[config.mk]
export PLATFORM = sky130hd
export DESIGN_NAME = multicycle_control_unit
export DESIGN_NICKNAME = d
export VERILOG_FILES = /design/src/rtl/multicycle_control_unit.sv
export SDC_FILE = /design/constraint.sdc
export NUM_CORES = 1
export LEC_CHECK = 0
export CAP_MARGIN = 20
export CORE_MARGIN = 5
export CORE_UTILIZATION = 42
export CTS_CLUSTER_DIAMETER = 80
export DETAILED_ROUTE_END_ITERATION = 6
export PLACE_DENSITY = 0.81
export SYNTH_ARGS = -nofsm -noshare
export SYNTH_HDL_FRONTEND = slang
export SYNTH_SLANG_ARGS = --single-unit
[constraint.sdc]
create_clock -name clk -period 2.2 [get_ports clk]
set_clock_uncertainty 0.15 [all_clocks]
set_input_delay 0.55 -clock clk [delete_from_list [all_inputs] [get_ports clk]]
set_output_delay 0.55 -clock clk [all_outputs]
set_load 0.05 [all_outputs]
[src/rtl/multicycle_control_unit.sv]
// Multi-cycle MIPS sequencing controller.
// This Moore FSM steps each instruction through fetch, decode, execute,
// memory and writeback. It drives the datapath selects and strobes, stalls
// on mem_ready, and counts retired instructions.
module multicycle_control_unit #(
  parameter int COUNT_WIDTH = 32
) (
  input  logic                   clk,
  input  logic                   rst_n,
  input  logic [5:0]             op_code,
  input  logic [5:0]             funct,
  input  logic                   mem_ready,
  output logic                   pc_write,
  output logic                   pc_write_cond,
  output logic [1:0]             pc_source,
  output logic                   iord,
  output logic                   mem_read,
  output logic                   mem_write,
  output logic                   ir_write,
  output logic [1:0]             reg_dst,
  output logic [1:0]             mem_to_reg,
  output logic                   reg_write,
  output logic                   alu_src_a,
  output logic [1:0]             alu_src_b,
  output logic [1:0]             alu_op,
  output logic                   arith,
  output logic [3:0]             state,
  output logic                   instr_done,
  output logic                   illegal_op,
  output logic [COUNT_WIDTH-1:0] instr_count
);

  typedef enum logic [3:0] {
    S_FETCH    = 4'd0,
    S_DECODE   = 4'd1,
    S_MEM_ADDR = 4'd2,
    S_MEM_RD   = 4'd3,
    S_MEM_WB   = 4'd4,
    S_MEM_WR   = 4'd5,
    S_R_EXEC   = 4'd6,
    S_R_WB     = 4'd7,
    S_BRANCH   = 4'd8,
    S_JUMP     = 4'd9,
    S_I_EXEC   = 4'd10,
    S_I_WB     = 4'd11,
    S_JAL      = 4'd12,
    S_JR       = 4'd13
  } state_t;

  localparam logic [5:0] OP_RTYPE = 6'h00;
  localparam logic [5:0] OP_J     = 6'h02;
  localparam logic [5:0] OP_JAL   = 6'h03;
  localparam logic [5:0] OP_BEQ   = 6'h04;
  localparam logic [5:0] OP_ADDI  = 6'h08;
  localparam logic [5:0] OP_ANDI  = 6'h0C;
  localparam logic [5:0] OP_ORI   = 6'h0D;
  localparam logic [5:0] OP_LW    = 6'h23;
  localparam logic [5:0] OP_SW    = 6'h2B;
  localparam logic [5:0] FN_JR    = 6'h08;

  localparam logic [COUNT_WIDTH-1:0] COUNT_ONE = {{(COUNT_WIDTH-1){1'b0}}, 1'b1};

  state_t                 r_state;
  state_t                 w_next;
  logic [COUNT_WIDTH-1:0] r_count;

  // Un-gated strobes. They are masked by rst_n before they leave the block.
  logic w_pc_write;
  logic w_pc_write_cond;
  logic w_mem_read;
  logic w_mem_write;
  logic w_ir_write;
  logic w_reg_write;
  logic w_instr_done;
  logic w_illegal_op;

  // State register. Reset, or an abandoned instruction, returns to FETCH.
  always_ff @(posedge clk) begin
    if (!rst_n) begin
      r_state <= S_FETCH;
    end else begin
      r_state <= w_next;
    end
  end

  // Retired-instruction counter. It wraps silently at all-ones.
  always_ff @(posedge clk) begin
    if (!rst_n) begin
      r_count <= '0;
    end else if (w_instr_done) begin
      r_count <= r_count + COUNT_ONE;
    end
  end

  // Next-state logic and Moore outputs. Mealy exceptions: FETCH and memory
  // handshakes on mem_ready, and the DECODE illegal-opcode pulse.
  always_comb begin
    w_next          = r_state;
    w_pc_write      = 1'b0;
    w_pc_write_cond = 1'b0;
    pc_source       = 2'b00;
    iord            = 1'b0;
    w_mem_read      = 1'b0;
    w_mem_write     = 1'b0;
    w_ir_write      = 1'b0;
    reg_dst         = 2'b00;
    mem_to_reg      = 2'b00;
    w_reg_write     = 1'b0;
    alu_src_a       = 1'b0;
    alu_src_b       = 2'b00;
    alu_op          = 2'b00;
    w_instr_done    = 1'b0;
    w_illegal_op    = 1'b0;

    case (r_state)
      S_FETCH: begin
        w_mem_read = 1'b1;
        alu_src_b  = 2'b01;
        if (mem_ready) begin
          w_ir_write = 1'b1;
          w_pc_write = 1'b1;
          w_next     = S_DECODE;
        end
      end
      S_DECODE: begin
        // Branch target is computed speculatively into ALUOut.
        alu_src_b = 2'b11;
        case (op_code)
          OP_RTYPE:                 w_next = (funct == FN_JR) ? S_JR : S_R_EXEC;
          OP_LW, OP_SW:             w_next = S_MEM_ADDR;
          OP_BEQ:                   w_next = S_BRANCH;
          OP_ADDI, OP_ANDI, OP_ORI: w_next = S_I_EXEC;
          OP_J:                     w_next = S_JUMP;
          OP_JAL:                   w_next = S_JAL;
          default: begin
            w_illegal_op = 1'b1;
            w_next       = S_FETCH;
          end
        endcase
      end
      S_MEM_ADDR: begin
        alu_src_a = 1'b1;
        alu_src_b = 2'b10;
        w_next    = (op_code == OP_SW) ? S_MEM_WR : S_MEM_RD;
      end
      S_MEM_RD: begin
        iord       = 1'b1;
        w_mem_read = 1'b1;
        if (mem_ready) w_next = S_MEM_WB;
      end
      S_MEM_WB: begin
        mem_to_reg   = 2'b01;
        w_reg_write  = 1'b1;
        w_instr_done = 1'b1;
        w_next       = S_FETCH;
      end
      S_MEM_WR: begin
        iord        = 1'b1;
        w_mem_write = 1'b1;
        if (mem_ready) begin
          w_instr_done = 1'b1;
          w_next       = S_FETCH;
        end
      end
      S_R_EXEC: begin
        alu_src_a = 1'b1;
        alu_op    = 2'b10;
        w_next    = S_R_WB;
      end
      S_R_WB: begin
        reg_dst      = 2'b01;
        w_reg_write  = 1'b1;
        w_instr_done = 1'b1;
        w_next       = S_FETCH;
      end
      S_BRANCH: begin
        alu_src_a       = 1'b1;
        alu_op          = 2'b01;
        w_pc_write_cond = 1'b1;
        pc_source       = 2'b01;
        w_instr_done    = 1'b1;
        w_next          = S_FETCH;
      end
      S_JUMP: begin
        w_pc_write   = 1'b1;
        pc_source    = 2'b10;
        w_instr_done = 1'b1;
        w_next       = S_FETCH;
      end
      S_I_EXEC: begin
        alu_src_a = 1'b1;
        alu_src_b = 2'b10;
        alu_op    = 2'b11;
        w_next    = S_I_WB;
      end
      S_I_WB: begin
        w_reg_write  = 1'b1;
        w_instr_done = 1'b1;
        w_next       = S_FETCH;
      end
      S_JAL: begin
        // PC already holds PC+4 from FETCH, so it is the link value.
        reg_dst      = 2'b10;
        mem_to_reg   = 2'b10;
        w_reg_write  = 1'b1;
        w_pc_write   = 1'b1;
        pc_source    = 2'b10;
        w_instr_done = 1'b1;
        w_next       = S_FETCH;
      end
      S_JR: begin
        w_pc_write   = 1'b1;
        pc_source    = 2'b11;
        w_instr_done = 1'b1;
        w_next       = S_FETCH;
      end
      default: w_next = S_FETCH;
    endcase
  end

  // Strobes are held low for the whole time reset is asserted.
  assign pc_write      = w_pc_write      & rst_n;
  assign pc_write_cond = w_pc_write_cond & rst_n;
  assign mem_read      = w_mem_read      & rst_n;
  assign mem_write     = w_mem_write     & rst_n;
  assign ir_write      = w_ir_write      & rst_n;
  assign reg_write     = w_reg_write     & rst_n;
  assign instr_done    = w_instr_done    & rst_n;
  assign illegal_op    = w_illegal_op    & rst_n;

  assign arith       = !((op_code == OP_ANDI) || (op_code == OP_ORI));
  assign state       = r_state;
  assign instr_count = r_count;

endmodule
Word level (Yosys, flattened, before mapping). Cells that the tools add are included.

Multiplexer cells: 24. Bitwise gates (word level): 8. Eq/ne operators: 25. Reduce and logical (&&, ||, !) cells: 16. $add $sub $neg: 1.

Operator list (number): $add 32x1->32 const B (1); $pmux 4 s7 (1); $eq 4x4->1 const B (6); $eq 6x4->1 const B (4); $pmux 4 s6 (1); $pmux 2 s3 (3); $eq 4x3->1 const B (4); $mux 4 (4); $eq 6x2->1 const B (2); $eq 6x6->1 const B (2); $mux 1 (10); $reduce_or 2->1 (5); $reduce_or 9->1 (1); $and 1x1->1 (8); $eq 4x2->1 const B (2); $pmux 2 s2 (2); $reduce_or 4->1 (2); $reduce_or 7->1 (1); $eq 6x3->1 const B (1); $logic_not 6->1 (1); $ne 2x2->1 const B (3); $reduce_or 3->1 (2); $eq 4x1->1 const B (1); $logic_not 4->1 (1); other kinds (5) (6).

Word-level logic and storage cells: 76. Output and inout port bits: 57. Bits in registers: 36.

Depth between registers and ports, before layout. Gate-level depths: netlist of the first run.

Word-level depth: 5. Gate-level depth with buffers: 7.

Worst setup path after synthesis of the first run. OpenSTA, ideal clock, no wires.

Path kind: reg2out. From: reg r_state[3], in the netlist state[3]. To: out pc_write. Path buffers: 1. Slack: -1532 ps. Arrival: 3032 ps. Stages on the path, launching flop included: 6. Cell sequence: dfxtp_1 buf_2 nor2_1 nand2_1 nor4_1 a21o_1.

Longest elaborated chain between the ends: 4. Elaborated cells between the ends (all ways): 7. Those cells by class: eq/ne: 3; mux: 1; bitwise: 1; reduce/logical: 2.

RTL lines: start, declared (line 63) `state_t r_state;`; start signal, assigned (line 82) `r_state <= w_next;`; $eq 4x4->1 (line 115) `case (r_state)`; $reduce_or 3->1 (no line); $pmux 1 s2 * (line 115); $and 1x1->1 * (line 222) `assign pc_write = w_pc_write & rst_n;`; end, declared (line 13) `output logic pc_write,`.

Every way passes the cells marked *; elsewhere a longest branch is shown, timed or not.

Worst setup path after layout of the first run.
From: in op_code[1]. To: out illegal_op.

Longest elaborated chain between the ends: 5. Elaborated cells between the ends (all ways): 13. Those cells by class: eq/ne: 8; mux: 2; bitwise: 1; reduce/logical: 2.

RTL lines: start, declared (line 10) `input logic [5:0] op_code,`; $eq 6x6->1, or another cell as far along (line 128) `case (op_code)`; $reduce_or 9->1 (no line) *; $mux 1 * (line 128); $mux 1 * (line 115); $and 1x1->1 * (line 229) `assign illegal_op = w_illegal_op & rst_n;`; end, declared (line 29) `output logic illegal_op,`.

Marked as above.

==> results of run 1 <==
## routing by layer
layer | routed length (µm) | up-vias | global-route usage [%]
met5 | 0 | - | 0
li1 | - | 1279 | -
met1 | 3210 | 1243 | 25.0
met3 | 378 | 10 | 5.03
met2 | 3790 | 98 | 34.8
met4 | 56 | 0 | 4.39
## logic make-up (layout without fill, tap and decap cells)
group | after synthesis | count (layout) | synth area share [%]
mux | 1 | 1 | 0.437
xor+xnor | 25 | 25 | 9.57
fa+ha+maj | 1 | 1 | 0.547
flops | 36 | 36 | 31.5
simple gates | 149 | 149 | 38.2
buf+inv | 26 | 144 | 5.41
compound gates | 53 | 53 | 14.3
## placed cells by master, fill, tap and decap left out, types with 4 or more instances in the layout
| cell | count |
|---|---|
| a21oi_1 | 16 |
| buf_4 | 84 |
| clkdlybuf4s50_1 | 8 |
| nand3_1 | 13 |
| nor3_1 | 10 |
| o21ai_0 | 13 |
| nor3_4 | 4 |
| dfxtp_4 | 4 |
| dfxtp_1 | 19 |
| xor2_1 | 12 |
| or3_1 | 6 |
| xnor2_1 | 13 |
| nand2_1 | 14 |
| nor2_2 | 5 |
| nor4_4 | 4 |
| nand2b_1 | 7 |
| buf_12 | 21 |
| nand4_1 | 8 |
| buf_6 | 9 |
| nor2_1 | 35 |
| clkbuf_8 | 5 |
| inv_1 | 7 |
| a21oi_2 | 5 |
| dfxtp_2 | 13 |
## worst register-to-register path: stages, from the launching register on
cell	delay, ns
dfxtp_4	0.41
nand2b_2	0.26
nor4_1	0.33
o21ai_0	0.21
nor4_1	0.50
o311a_1	0.24
## power by group
group / leakage [µW] / switching (µW) / internal [µW]
sequential: 0.000300 / 4.34 / 650
clock: 0.0000523 / 246 / 290
combinational: 0.00122 / 160 / 147
## Yosys cell counts, types with 5 or more instances
cell,instances,share of area [%]
dfxtp_1,36,31
nand2b_1,11,3.0
nor2_1,43,7.1
xnor2_1,13,5.0
nor3_1,14,3.1
nor4_1,5,1.4
a21oi_1,22,4.8
inv_1,7,1.1
nand4_1,8,2.2
nand3_1,13,2.8
nand2_1,17,2.8
o21ai_0,13,2.8
xor2_1,12,4.6
clkbuf_1,9,1.5
or3_1,8,2.2
## sequential cells by signal, indices dropped and copies added (netlist names)
name and cells:
instr_count 32, state 4
## layout make-up
class	instances	area, µm²	share of cell area [%]
Clock buffer	6	93.8	2.38
Clock inverter	2	12.5	0.317
Inverter	8	30.0	0.761
Multi-Input combinational cell	229	1680	42.6
Sequential cell	36	752	19.1
Tap cell	70	87.6	2.22
Timing Repair Buffer	128	1290	32.7
## stage by stage
step	std cells	utilization [%]
after floorplan	291	-
after CTS	470	73.2
after global routing	479	75.8
final	479	75.8
after detailed placement	458	69.2
after global placement	458	69.2
## what timing repair did
| item | in CTS | in global routing |
|---|---|---|
| gates resized for setup | 48 | 22 |
| pin swaps | 13 | 8 |
| setup endpoints to repair | 31 | 8 |
| setup buffers | 4 | 9 |
## path summary, 6_finish.rpt
path	startpoint	to	slack (ns)	cells after the start
hold reg to reg	instr_count[31]	instr_count[31]	0.36	2
setup / recovery	op_code[1]	illegal_op	0.004	6
hold / removal	instr_count[31]	instr_count[31]	0.36	2
setup reg to reg	state[1]	state[0]	0.04	5
==> run summary, run 1 <==
Tmin final = 2.20 ns
CTS Sinks = 36
Syn Area/Cell = 7.86 µm²
FMAX = 455 MHz
Bufs on Longest Clock Path = 2
slowest CP cell = nor4_4
global route overflow = 0
initial antenna violation count = 0
Final Max Tran Viols = 0
Netlist cell types = 59
DP Worst Slack = -0.463 ns
slew margin rel. = 66.8%
EDFF count, synth = 0
crit path capture type = primary output
top_reg_cell synth = dfxtp_1
Setup TNS = 0 ns
crit path cell chain = buf_6, buf_6, nand4b_1, a21oi_4, nor4_4, buf_6
status = finished clean
first-pass GRT wire length = 11.9 mm
post-synthesis sequential area ratio = 31.5%
die height = 83.8 µm
DP Area = 3600 µm²
drt pass-1 iters = 4
area of the die = 7020 µm²
Synth Cell Area = 2290 µm²
Final setup viols = 0
Final Power = 1500 µW
number of remaining DRC errors = 0
I/O Buffers = 71
pwr dens = 380 nW/µm²
initial DRC count = 226
num ports = 72
RSZ-0062 raised after global routing = true
Routed WL per cell = 15.5 µm
max-capacitance violation count = 0
final wirelength = 7.43 mm
Initial Util = 44.0%
fin worst setup slack = 0.00428 ns
post-synthesis async set-or-reset flop share = 0%
Hold Fails Final Rpt = 0
crit-path max FO = 4
Worst Hold Class = flip-flop to flip-flop
crit path DAT = 1.50 ns
#FFs+latches synth = 36
CP delay by family, top = simple AND/OR/NAND/NOR gates
Root Buffer = clkbuf_8
Antenna Violating Nets Remaining = 0
Syn Inst Count = 291
Net Count, Synth = 307
pin count of the biggest net entering global routing = 35
Post-DP HPWL = 5.33 mm
WP buf/inv = 3
layout cells sized above 1 = 48.7%
cts bufs inserted = 5
Hold WS = 0.356 ns
diode count = 0
Top cell by count, worst path = buf_6
CP Launch Type = input port
Final GP Congestion = 0.839
fin crit share = 99.8%
Critical Path RT = 1.50 ns
Nets = 424
depth of the CTS H-tree = 2
Tightest Pin Transition = 0.494 ns
later-pin clock latency in the skew report = 0.29 ns
Tot GR Track Use = 20.0%
Rows = 26
hold_buf cts = 0
CTS tree = built
Leak Pwr = 0.00157 µW
vias in the first global route = 2,552
Layout area overhead = 72.3%
worst vdd ir = 377 µV
Synthesis Warnings = 0
Core ar. = 5200 µm²
Finished Cell Area = 3940 µm²
die width = 83.8 µm
Worst-path clk slew = 0.08 ns
# fillers = 338
Crit Path Category = input port to primary output
DR vias = 2,630
max incr delay on CP = 0.27 ns
via/cell ratio = 5.49
No activity file was read; power rests on OpenSTA's default activity.
==> inputs of run 2 (changes only) <==
TNS_END_PERCENT = 5   (was default)
==> run 2 against run 1 <==
  * Sequential share of layout area increased by 0.14 points
  * Global-route usage decreased by 0.30 points
  * Register-to-register slack improved by 0.09 ns
  * Largest cell class unchanged
  * Largest power group unchanged
==> run summary, run 2 (same netlist as run 1, synthesis figures left out) <==
Antenna Violating Nets Remaining = 0
I/O Buffers = 71
layout cells sized above 1 = 45.3%
Root Buffer = clkbuf_8
Final GP Congestion = 0.921
diode count = 0
first-pass GRT wire length = 11.9 mm
die height = 83.8 µm
initial antenna violation count = 0
fin cells = 476
internal power = 1010 µW
capturing point of the worst reg2reg path = instr_count[31]
CP Launch Type = input port
Crit Path Category = input port to primary output
pin count of the biggest net entering global routing = 35
Tmin final = 2.18 ns
Final setup viols = 0
area of the die = 7020 µm²
slew margin rel. = 76.4%
Flop pwr share = 47.0%
most frequent cells in the layout = 84 x buf_4, 35 x nor2_1, 30 x dfxtp_1
DR vias = 2,574
pwr dens = 363 nW/µm²
die width = 83.8 µm
Rows = 26
final wirelength = 7.08 mm
Initial Util = 44.0%
DP Worst Slack = -0.563 ns
num ports = 72
later-pin clock latency in the skew report = 0.28 ns
Worst-path clk slew = 0.07 ns
status = finished clean
vias in the first global route = 2,491
Tot GR Track Use = 19.8%
Worst Setup EP = arith
r2r setup slk = 0.13 ns
crit-path max FO = 3
depth of the CTS H-tree = 2
RSZ-0062 raised after global routing = true
Leak Pwr = 0.00154 µW
number of remaining DRC errors = 0
combinational share of power = 21.4%
cts bufs inserted = 5
Reg2Reg Depth = 5
Layout area overhead = 67.9%
Hold Path Depth = 2
global route overflow = 0
Hold Fails Final Rpt = 0
Core ar. = 5200 µm²
CTS Sinks = 36
Final Max Tran Viols = 0
commonest non-fill, non-tap cell in the layout = buf_4
Clock power frac = 31.6%
worst vdd ir = 403 µV
max-capacitance violation count = 0
Routed WL per cell = 14.9 µm
fin crit share = 99.3%
FMAX = 458 MHz
worst r2r src = instr_count[3]
max FFs per register = 32
drt pass-1 iters = 4
fin worst setup slack = 0.0154 ns
crit path capture type = primary output
via/cell ratio = 5.41
Nets = 421
Tightest Pin Transition = 0.352 ns
Critical Path RT = 1.50 ns
DP Cell Count = 456
Critical path origin = op_code[4]
Worst Hold Class = flip-flop to flip-flop
initial DRC count = 154
CTS tree = built
switching share of total power = 27.4%
Post-DP HPWL = 5.13 mm
Bufs on Longest Clock Path = 2
Net Sw Power = 383 µW
crit path DAT = 1.48 ns
hold_buf cts = 0
-- run 2: final cells by class --
cell class,count,area (µm²)
sequential,36,738
clock inverter,1,3.75
multi-input combinational,229,1660
tap,70,87.6
timing repair buffer,125,1250
clock buffer,7,76.3
fill,398,1360
inverter,8,30.0
-- run 2: critical path, cell delays in order --
cell and delay, ns:
clkdlybuf4s15_1 0.18, or2_4 0.25, or3_4 0.34, buf_8 0.16
-- run 2: metal layers --
layer	vias to the layer above	routed length (µm)	global-route usage, %
li1	1262	-	-
met1	1209	3080	26.2
met2	95	3510	33.3
met3	8	421	3.46
met4	0	75	4.53
met5	-	0	0
-- run 2: power groups by stage --
stage,logic [µW],clock network [µW],registers [µW]
after floorplan,141,0,678
after global placement,258,0,674
after detailed placement,263,0,674
after CTS,276,452,658
after global routing,315,471,656
final,299,441,656
-- run 2: worst min-delay path by stage --
stage / startpoint / endpoint / slack, ns
floorplan: rst_n / state[0] / 0.52
global placement: instr_count[31] / instr_count[31] / 0.32
detailed placement: instr_count[31] / instr_count[31] / 0.33
CTS: instr_count[31] / instr_count[31] / 0.34
global route: instr_count[31] / instr_count[31] / 0.38
finish: instr_count[31] / instr_count[31] / 0.34
-- run 2: through the flow --
stage | utilization, % | area, µm² | hold slack [ns] | power (µW) | TNS [ns]
after floorplan | - | 2470 | 0.521 | 819 | -2.46
after global placement | 68.2 | 3550 | 0.323 | 932 | -8.97
after detailed placement | 68.2 | 3550 | 0.328 | 937 | -10.08
after CTS | 72.0 | 3750 | 0.337 | 1390 | -0.0994
after global routing | 73.8 | 3840 | 0.380 | 1440 | -0.124
final | 73.8 | 3840 | 0.341 | 1400 | 0
-- run 2: repair_timing --
item	CTS	global route
buffers inserted	7	5
setup endpoints to repair	21	12
pin swaps	9	14
resized for setup	45	22
endpoints found under the hold margin	0	0
